$ cat config.mk
export PLATFORM = sky130hd
export DESIGN_NAME = mux2_rr_arbiter
export DESIGN_NICKNAME = d
export VERILOG_FILES = /design/src/rtl/mux2_rr_arbiter_pkg.sv /design/src/rtl/mux2x1.sv /design/src/rtl/mux2_rr_arbiter.sv
export SDC_FILE = /design/constraint.sdc
export NUM_CORES = 1
export LEC_CHECK = 0
export ABC_AREA = 1
export BUFFER_PORTS_ARGS = -buffer_cell sky130_fd_sc_hd__buf_2
export CORE_AREA = 5 5 42 44
export DETAILED_ROUTE_END_ITERATION = 7
export DIE_AREA = 0 0 47 49
export GPL_ROUTABILITY_DRIVEN = 0
export PLACE_DENSITY_LB_ADDON = 0.2
export SLEW_MARGIN = 20
export SYNTH_ARGS = -nofsm -noshare
export SYNTH_HDL_FRONTEND = slang
export SYNTH_SLANG_ARGS = --single-unit
$ cat constraint.sdc
create_clock -name clk -period 1.5 [get_ports clk]
set_input_delay 0.15 -clock clk [delete_from_list [all_inputs] [get_ports clk]]
set_output_delay 0.15 -clock clk [all_outputs]
set_load 0.01 [all_outputs]
$ cat src/rtl/mux2_rr_arbiter_pkg.sv
// rtl/mux2_rr_arbiter_pkg.sv - shared state encodings and clog2 helper for the round-robin mux arbiter
package mux2_rr_arbiter_pkg;

  typedef enum logic [1:0] {
    IDLE = 2'd0,
    G0   = 2'd1,
    G1   = 2'd2
  } arb_state_e;

  function automatic int clog2(input int v);
    int r;
    r = 0;
    while ((1 << r) < v) r = r + 1;
    return r;
  endfunction

endpackage

$ cat src/rtl/mux2x1.sv
// rtl/mux2x1.sv - single-bit 2:1 mux cell with enable; output forced low when disabled
module mux2x1 (
  input  logic [1:0] x,
  input  logic       s,
  input  logic       en,
  output logic       y
);

  assign y = en & (s ? x[1] : x[0]);

endmodule

$ cat src/rtl/mux2_rr_arbiter.sv
// rtl/mux2_rr_arbiter.sv - two-requester round-robin arbiter with bounded hold driving a shared 2:1 mux
module mux2_rr_arbiter
  import mux2_rr_arbiter_pkg::*;
#(
  parameter int W        = 4,
  parameter int MAX_HOLD = 4
) (
  input  logic         clk,
  input  logic         rst,
  input  logic [1:0]   req,
  input  logic [W-1:0] data0,
  input  logic [W-1:0] data1,
  output logic [1:0]   gnt,
  output logic         sel,
  output logic         en,
  output logic [W-1:0] y,
  output logic         preempt,
  output logic         busy
);

  localparam int HW = (clog2(MAX_HOLD) < 1) ? 1 : clog2(MAX_HOLD);
  localparam logic [HW-1:0] HOLD_LAST = HW'(MAX_HOLD - 1);

  arb_state_e    state, state_nxt;
  logic [HW-1:0] hold_cnt;
  logic          last;
  logic          preempt_nxt;
  logic          entry;

  always_comb begin
    state_nxt   = state;
    preempt_nxt = 1'b0;
    case (state)
      IDLE: begin
        case (req)
          2'b01:   state_nxt = G0;
          2'b10:   state_nxt = G1;
          2'b11:   state_nxt = last ? G0 : G1;
          default: state_nxt = IDLE;
        endcase
      end
      G0: begin
        // A release in the preemption cycle wins: it is a voluntary handover.
        if (!req[0]) begin
          state_nxt = req[1] ? G1 : IDLE;
        end else if (req[1] && hold_cnt == HOLD_LAST) begin
          state_nxt   = G1;
          preempt_nxt = 1'b1;
        end
      end
      G1: begin
        if (!req[1]) begin
          state_nxt = req[0] ? G0 : IDLE;
        end else if (req[0] && hold_cnt == HOLD_LAST) begin
          state_nxt   = G0;
          preempt_nxt = 1'b1;
        end
      end
      default: state_nxt = IDLE;
    endcase
  end

  assign entry = (state_nxt != state) && (state_nxt != IDLE);

  always_ff @(posedge clk or posedge rst) begin
    if (rst) begin
      state    <= IDLE;
      hold_cnt <= '0;
      last     <= 1'b1;
      preempt  <= 1'b0;
    end else begin
      state   <= state_nxt;
      preempt <= preempt_nxt;
      if (entry) begin
        hold_cnt <= '0;
        last     <= (state_nxt == G1);
      end else if (state != IDLE && hold_cnt != HOLD_LAST) begin
        hold_cnt <= hold_cnt + 1'b1;
      end
    end
  end

  assign gnt  = {state == G1, state == G0};
  assign sel  = (state == G1);
  assign en   = (state != IDLE);
  assign busy = en;

  for (genvar b = 0; b < W; b++) begin : g_bit
    mux2x1 u_mux (
      .x  ({data1[b], data0[b]}),
      .s  (sel),
      .en (en),
      .y  (y[b])
    );
  end

endmodule

=== Word level (Yosys, flattened, before mapping) ===
Cells that the tools add are included.

* $add $sub $neg: 1
* Equality and inequality tests: 9
* Mux-type cells: 20
* Bitwise logic cells: 4
* Reduce and logical (&&, ||, !) cells: 8

{| class="wikitable"
|+ Operators with widths
! kind !! count
|-
| 2-bit two-way mux || 8
|-
| 2-bit one-hot mux with 3 select lines || 2
|-
| 2-bit == test (second input constant) || 5
|-
| 1-bit two-way mux || 9
|-
| 2-bit nonzero test || 3
|-
| 1-bit AND || 4
|-
| 2-bit by 1-bit == test with 1-bit output (second input constant) || 2
|-
| 1-bit logical AND || 4
|-
| 2-bit by 1-bit adder with 2-bit output (second input constant) || 1
|-
| 2-bit zero test || 1
|-
| 2-bit inequality test || 1
|-
| 2-bit inequality test (second input constant) || 1
|-
| 1-bit one-hot mux with 2 select lines || 1
|}

* Register bits: 6
* Input bits: 12

=== Depth between registers and ports, before layout ===
Gate-level depths: netlist (run 1).

* Word-level depth: 8
* Mapped depth: 12
* Gate-level depth less buffers: 12

=== Cells and area by module ===
A second synthesis (run 1) with hierarchy kept.

* Cells, all modules: 79
* Area total of the unflattened synthesis: 535.5 um^2

{| class="wikitable"
|+ Modules (own cells, without submodules)
! module !! instances !! cells an instance !! area an instance (um^2) !! seq. area each (um^2)
|-
| mux2_rr_arbiter || 1 || 59 || 450.4 || 151.4
|-
| mux2x1 || 4 || 5 || 21.3 || 0.0
|}

=== Least setup slack after synthesis (run 1) ===
No wires, ideal clock.

* Path type: register to register
* Start point: register state[0]
* End point: register hold_cnt[1]
* Library setup time: 71 ps
* Arrival time: 1471 ps
* Slack: -43 ps
* Stages on the path, launching flop included: 13
* Buffers on the path: 0
* Period minus slack after synthesis: 1543 ps
* Path through: dfrtp_1 -> inv_1 -> ha_1 -> inv_2 -> nor2_1 -> nand2_1 -> nand3_2 -> nand2_2 -> nand2_1 -> nand2_1 -> nand2_2 -> nand2_2 -> nor2_1

* Elaborated cells on any way between the ends: 15
* Those cells by class: eq/ne: 3; mux: 6; reduce/logical: 6

{| class="wikitable"
|+ RTL lines
! item !! RTL line !! text
|-
| from (decl) || mux2_rr_arbiter.sv:24 || <nowiki>arb_state_e state, state_nxt;</nowiki>
|-
| from (signal assigned) || mux2_rr_arbiter.sv:72 || <nowiki>state <= state_nxt;</nowiki>
|-
| 2-bit == test * || - ||
|-
| named net sel || mux2_rr_arbiter.sv:14 || <nowiki>output logic sel,</nowiki>
|-
| 2-bit one-hot mux with 3 select lines * || mux2_rr_arbiter.sv:33 || <nowiki>case (state)</nowiki>
|-
| 2-bit inequality test or 2-bit nonzero test (tied branches) || mux2_rr_arbiter.sv:63 || <nowiki>assign entry = (state_nxt != state) && (state_nxt != IDLE);</nowiki>
|-
| 1-bit logical AND * || mux2_rr_arbiter.sv:63 ||
|-
| 2-bit two-way mux or 2-bit nonzero test (tied branches) || - ||
|-
| to (signal assigned) || mux2_rr_arbiter.sv:78 || <nowiki>hold_cnt <= hold_cnt + 1'b1;</nowiki>
|-
| to (decl) || mux2_rr_arbiter.sv:25 || <nowiki>logic [HW-1:0] hold_cnt;</nowiki>
|}

The timed path passes the listed nets; every way through them passes the cells marked *.
A chain may end at the register's enable or synchronous reset.

=== Final worst setup path (run 1) ===
* Start point: register state[0]
* End point: output port y[2]

* Cells in the longest elaborated chain, start to end: 3
* Elaborated cells on any way between the ends: 4
* Those cells by class: eq/ne: 1; mux: 1; bitwise: 1; reduce/logical: 1

{| class="wikitable"
|+ Ends and longest elaborated chain
! item !! RTL line !! text
|-
| 2-bit == test || mux2_rr_arbiter.sv:84 || <nowiki>assign sel = (state == G1);</nowiki>
|-
| 1-bit two-way mux || mux2x1.sv:9 || <nowiki>assign y = en & (s ? x[1] : x[0]);</nowiki>
|-
| 1-bit AND * || mux2x1.sv:9 ||
|-
| to (decl) || mux2_rr_arbiter.sv:16 || <nowiki>output logic [W-1:0] y,</nowiki>
|}

Every way passes the cells marked *; elsewhere a longest branch is shown, timed or not.

==> results of run 1 <==
## sequential cells by signal (all words and copies together) (netlist names)
signal and flops:
last 1, hold_cnt 2, state 2, preempt 1
## cell usage after synthesis (all sizes together)
master	instances	share of area (%)
nor2	15	11
nand3	6	6.6
buf	6	8.5
dfrtp	5	24
o211ai	1	1.4
a21oi	1	0.94
xnor2	1	1.7
ha	5	12
nand2	17	14
inv	9	6.4
nand4	3	3.5
o21ai	4	3.8
mux2i	1	1.9
dfstp	1	5.0
## critical path, delay by kind of cell, from the launching register on
kind	cells	cell delay, ps
adder cells (fa/ha/maj)	1	170
AO/OA/AOI/OAI	1	70
buffers and inverters	3	370
flip-flops	1	400
AND/OR/NAND/NOR	1	70
## logic make-up after synthesis
kind of cell	Yosys count	share of synthesized area, %
DFF	6	28.5
xor gates and xnor gates	1	1.65
adders and majority gates	5	11.8
AOI/OAI and AO/OA	6	6.13
buffers and inverters	15	14.9
and+or+nand+nor	41	35.1
muxes	1	1.89
## metal layers
metal,vias to the layer above,GRT usage (%),share of wire (%)
li1,302,-,-
met5,-,0,0
met3,0,5.54,8.3
met1,253,13.2,40
met4,0,1.38,0
met2,18,20.4,52
## layout make-up
cell class	count	area share (%)
multi-input cells	54	44.7
repair buffers	36	27.1
flip-flops and latches	6	18.0
inverters	9	4.62
clock buffers	4	3.13
well taps	16	2.38
## what timing repair did
action                                  CTS  global route
hold buffers                              1             0
pin swaps                                 4            14
endpoints found under the hold margin     5             0
endpoints found under the setup margin    4             8
resized for setup                         9            18
setup buffers                             4             1
## power breakdown
group | internal (mW) | total, mW | leakage, nW | switching, mW
registers | 0.232 | 0.280 | 0.0759 | 0.0487
logic | 0.623 | 1.26 | 0.359 | 0.640
clock network | 0.101 | 0.169 | 0.0150 | 0.0679
total | 0.956 | 1.71 | 0.449 | 0.756
## worst max path at each step
stage / to / slack [ps] / depth (start not counted)
final: y[2] / 10 / 6
after global placement: hold_cnt[0] / 40 / 11
after floorplan: hold_cnt[1] / 30 / 12
after detailed placement: hold_cnt[1] / 20 / 6
after CTS: y[0] / 3 / 6
after global routing: y[3] / -70 / 6
## stage by stage
stage / area (µm²) / setup TNS [ps] / std cells / setup WS, ps
after floorplan: 533 / 0 / 75 / 30.1
after global placement: 696 / 0 / 117 / 40.2
after detailed placement: 696 / 0 / 117 / 23.3
after CTS: 772 / 0 / 124 / 2.80
after global routing: 840 / -417 / 125 / -74.5
final: 840 / 0 / 125 / 14.0
==> impl_metrics.env, run 1 <==
export IMPL_status="finished, final reports clean"
export IMPL_crit_chain="inv_2 > ha_4 > buf_6 > o21ai_1 > nor2_1 > buf_2"
export IMPL_critPathCaptureType="output port"
export IMPL_holdCritPathClass="primary input to register"
export IMPL_synth_net_count=92
export IMPL_cp_start_kind="register"
export IMPL_routed_via_count=573
export IMPL_syn_avg_cell_area_um2=7.07
export IMPL_p_total_mw=1.71
export IMPL_slowest_delay_ps=400
export IMPL_grt_pass1_wl_um=1990
export IMPL_r2r_start="state[1]"
export IMPL_critPathLaunch="state[0]"
export IMPL_grt_pass1_vias=502
export IMPL_core_um2=1400
export IMPL_crit_fanout=6
export IMPL_routed_via_density=4.58
export IMPL_h_tree_depth=1
export IMPL_numCtsBuffers=3
export IMPL_critPathRequiredTime_ps=1350
export IMPL_wl_per_cell_um=11.1
export IMPL_finalClockSkew_ps=3.33
export IMPL_ios=22
export IMPL_grt_use_total_pct=11.8
export IMPL_die_area_um2=2300
export IMPL_antenna_found_initial=0
export IMPL_register_area_um2=151
export IMPL_ir_drop_mv=1.08
export IMPL_yosysWarnings=0
export IMPL_crit_type="register to output port"
export IMPL_antenna_left=0
export IMPL_cts_tree="yes"
export IMPL_final_nets=127
export IMPL_hold_slack_ps=198
export IMPL_fmax_mhz=673
export IMPL_rsz0062_at_grt="true"
export IMPL_finalHoldViolCount=0
export IMPL_clock_latency_ps=250
export IMPL_r2r_cells=11
export IMPL_r2r_end="hold_cnt[1]"
export IMPL_place_hpwl_um=1010
export IMPL_drc=0
export IMPL_n_antenna_cell=0
export IMPL_start_util_pct=37.9
export IMPL_synthCells=75
export IMPL_multiInputGateArea_um2=375
export IMPL_maxSlewViolCount=0
export IMPL_clk_path_buf_depth=2
export IMPL_power_density_nw_per_um2=2040
export IMPL_max_slew_margin_pct=83.9
export IMPL_mostFrequentLayoutCells="21 x buf_2, 12 x nand2_1, 12 x buf_4"
export IMPL_areaGrowthSynthToFinish_pct=58.3
export IMPL_die_w_um=47
export IMPL_root_buffer="clkbuf_4"
export IMPL_cap_violations=0
export IMPL_syn_cell_area_um2=531
export IMPL_slowest_stage="dfrtp_1"
export IMPL_clkTransAtPathRegs_ps=50
export IMPL_hp_start="req[0]"
export IMPL_worst_pin_slew_ps=241
export IMPL_power_leakage_nw=0.449
export IMPL_yosysSeqAreaShare_pct=28.5
export IMPL_ys_types=18
export IMPL_final_common_cell="buf_2"
export IMPL_ys_ff_latch=6
export IMPL_rrSetupSlack_ps=60
export IMPL_period_minus_slack_ps=1490
export IMPL_fin_crit_sh_pct=99.1
export IMPL_grt_max_degree=8
export IMPL_hold_path_endpoint="preempt"
export IMPL_setup_viol_count_final=0
export IMPL_numPortBuffers=21
export IMPL_postLayoutCoreUtil_pct=59.9
export IMPL_overflow=0
export IMPL_wirelength_um=1390
export IMPL_drtIter0Drc=4
export IMPL_fillers=132
export IMPL_drtPass1Iterations=4
export IMPL_arrival_ps=1340
export IMPL_cts_sinks=6
export IMPL_die_h_um=49
export IMPL_min_path_cells=3
export IMPL_std_cell_rows=14
export IMPL_drive_above_1_share_pct=57.8
Power figures use the tool's default switching activity.
==> run 2: changes to the inputs <==
--- a/config.mk
+++ b/config.mk
@@ -8,11 +8,12 @@
 export ABC_AREA = 1
 export BUFFER_PORTS_ARGS = -buffer_cell sky130_fd_sc_hd__buf_2
 export CORE_AREA = 5 5 42 44
+export CTS_BUF_LIST = sky130_fd_sc_hd__clkbuf_16
 export DETAILED_ROUTE_END_ITERATION = 7
 export DIE_AREA = 0 0 47 49
 export GPL_ROUTABILITY_DRIVEN = 0
+export GPL_TIMING_DRIVEN = 0
 export PLACE_DENSITY_LB_ADDON = 0.2
-export SLEW_MARGIN = 20
 export SYNTH_ARGS = -nofsm -noshare
 export SYNTH_HDL_FRONTEND = slang
 export SYNTH_SLANG_ARGS = --single-unit
==> impl_metrics.env, run 2 (synthesis results as in run 1) <==
export IMPL_status="finished, violations left"
export IMPL_violations="setup timing"
export IMPL_dp_cells=112
export IMPL_rsz0062_at_grt="true"
export IMPL_pwr_share_seq_pct=14.0
export IMPL_max_slew_margin_pct=87.3
export IMPL_critPathBufInv=4
export IMPL_final_nets=128
export IMPL_clk_path_buf_depth=2
export IMPL_register_area_um2=154
export IMPL_ir_drop_mv=1.41
export IMPL_crit_chain="inv_4 > ha_4 > inv_6 > o21ai_0 > nor2_1 > buf_4 > buf_2"
export IMPL_clkTransAtPathRegs_ps=30
export IMPL_h_tree_depth=1
export IMPL_switching_share_pct=39.7
export IMPL_drtPass1Iterations=4
export IMPL_finalHoldViolCount=0
export IMPL_overflow=0
export IMPL_drc=0
export IMPL_grt_pass1_vias=531
export IMPL_postLayoutCoreUtil_pct=65.1
export IMPL_numPortBuffers=21
export IMPL_die_area_um2=2300
export IMPL_start_util_pct=37.9
export IMPL_numCtsBuffers=3
export IMPL_grt_use_total_pct=12.9
export IMPL_clock_latency_ps=230
export IMPL_fin_cells=126
export IMPL_multiInputGateArea_um2=364
export IMPL_power_leakage_nw=0.470
export IMPL_grt_pass1_wl_um=2190
export IMPL_final_common_cell="buf_2"
export IMPL_setup_viol_count_final=3
export IMPL_cap_violations=0
export IMPL_reg_largest_list="hold_cnt (2), state (2)"
export IMPL_maxSlewViolCount=0
export IMPL_drtIter0Drc=12
export IMPL_cp_start_kind="register"
export IMPL_fin_crit_sh_pct=101
export IMPL_root_buffer="clkbuf_16"
export IMPL_worst_pin_slew_ps=186
export IMPL_cp_top_family="flip-flops"
export IMPL_slowest_stage="dfrtp_2"
export IMPL_die_w_um=47
export IMPL_critPathCaptureType="output port"
export IMPL_fillers=114
export IMPL_grt_max_degree=9
export IMPL_layout_setup_ws_ps=-10.0
export IMPL_crit_fanout=7
export IMPL_cts_sinks=6
export IMPL_routed_via_density=4.89
export IMPL_holdCritPathClass="primary input to register"
export IMPL_power_internal_mw=1.26
export IMPL_dpl_cell_area_um2=658
export IMPL_n_antenna_cell=0
export IMPL_arrival_ps=1360
export IMPL_drive_above_1_share_pct=60.9
export IMPL_wirelength_um=1540
export IMPL_place_hpwl_um=941
export IMPL_clkPwrFrac_pct=20.6
export IMPL_slowest_delay_ps=430
export IMPL_crit_type="register to output port"
export IMPL_power_density_nw_per_um2=2300
export IMPL_critPathRequiredTime_ps=1350
export IMPL_p_sw_uw=833
export IMPL_routed_via_count=616
export IMPL_stdcell_area_um2=912
export IMPL_p_comb_share_pct=65.4
export IMPL_finalClockSkew_ps=3.90
export IMPL_std_cell_rows=14
export IMPL_period_minus_slack_ps=1510
export IMPL_core_um2=1400
export IMPL_setup_tns_ps=-13.5
export IMPL_antenna_left=0
export IMPL_ios=22
export IMPL_areaGrowthSynthToFinish_pct=71.9
export IMPL_mostFrequentLayoutCells="18 x buf_2, 15 x buf_4, 12 x nand2_1"
export IMPL_antenna_found_initial=0
export IMPL_cts_tree="yes"
export IMPL_hold_slack_ps=228
export IMPL_fmax_mhz=662
export IMPL_wl_per_cell_um=12.3
export IMPL_die_h_um=49
==> run 2: what timing repair did <==
item | in CTS | in global routing
hold buffers | 1 | 0
setup buffers | 6 | 4
gates resized for setup | 14 | 18
setup endpoints to repair | 8 | 6
gates cloned | 0 | 0
endpoints found under the hold margin | 5 | 0
pin swaps | 2 | 6
==> run 2: power by group through the flow <==
stage / registers, mW / clock network, mW / logic [mW]
after floorplan: 0.279 / 0 / 0.678
after global placement: 0.295 / 0 / 0.890
after detailed placement: 0.298 / 0 / 0.899
after CTS: 0.289 / 0.440 / 1.13
after global routing: 0.300 / 0.453 / 1.50
final: 0.294 / 0.431 / 1.37
==> run 2: path summary, 6_finish.rpt <==
path | start | end | slack (ps) | cells after the start
worst max-delay path | state[1] | y[3] | -10 | 7
worst min-delay path | req[0] | preempt | 230 | 3
worst max register to register | state[0] | hold_cnt[1] | 30 | 12
worst min register to register | last | last | 490 | 2
max in group asynchronous | rst | last | 860 | 3
min in group asynchronous | rst | preempt | 380 | 3
==> run 2: worst register-to-register path: cells and delay by family (launching register included) <==
family / cells / cell delay, ps
buffers and inverters: 2 / 210
adders and majority gates: 1 / 160
DFF: 1 / 420
and+or+nand+nor: 9 / 590
==> run 2: routing by layer <==
metal / share of wire [%] / up-vias / track usage, % / wire length, µm
li1: - / 307 / - / -
met1: 38 / 266 / 14.1 / 593
met2: 52 / 37 / 22.9 / 809
met3: 8.4 / 6 / 4.43 / 129
met4: 0.71 / 0 / 2.76 / 11
met5: 0 / - / 0 / 0
==> run 2: cell type report <==
class / instances / share of cell area, %
multi-input combinational: 54 / 39.9
timing repair buffer: 32 / 22.9
sequential: 6 / 16.9
clock buffer: 3 / 8.23
inverter: 9 / 5.35
buffer: 5 / 4.12
tap: 16 / 2.19
clock inverter: 1 / 0.412
==> run 2: metrics by stage <==
| step | setup slack (ps) | power [mW] |
|---|---|---|
| 3_3_place_gp | -142 | 1.19 |
| 4_1_cts | -10.8 | 1.86 |
| 5_1_grt | -77.8 | 2.25 |
| 6_report | -10.0 | 2.10 |
| 2_1_floorplan | 30.1 | 0.957 |
| 3_5_place_dp | -151 | 1.20 |
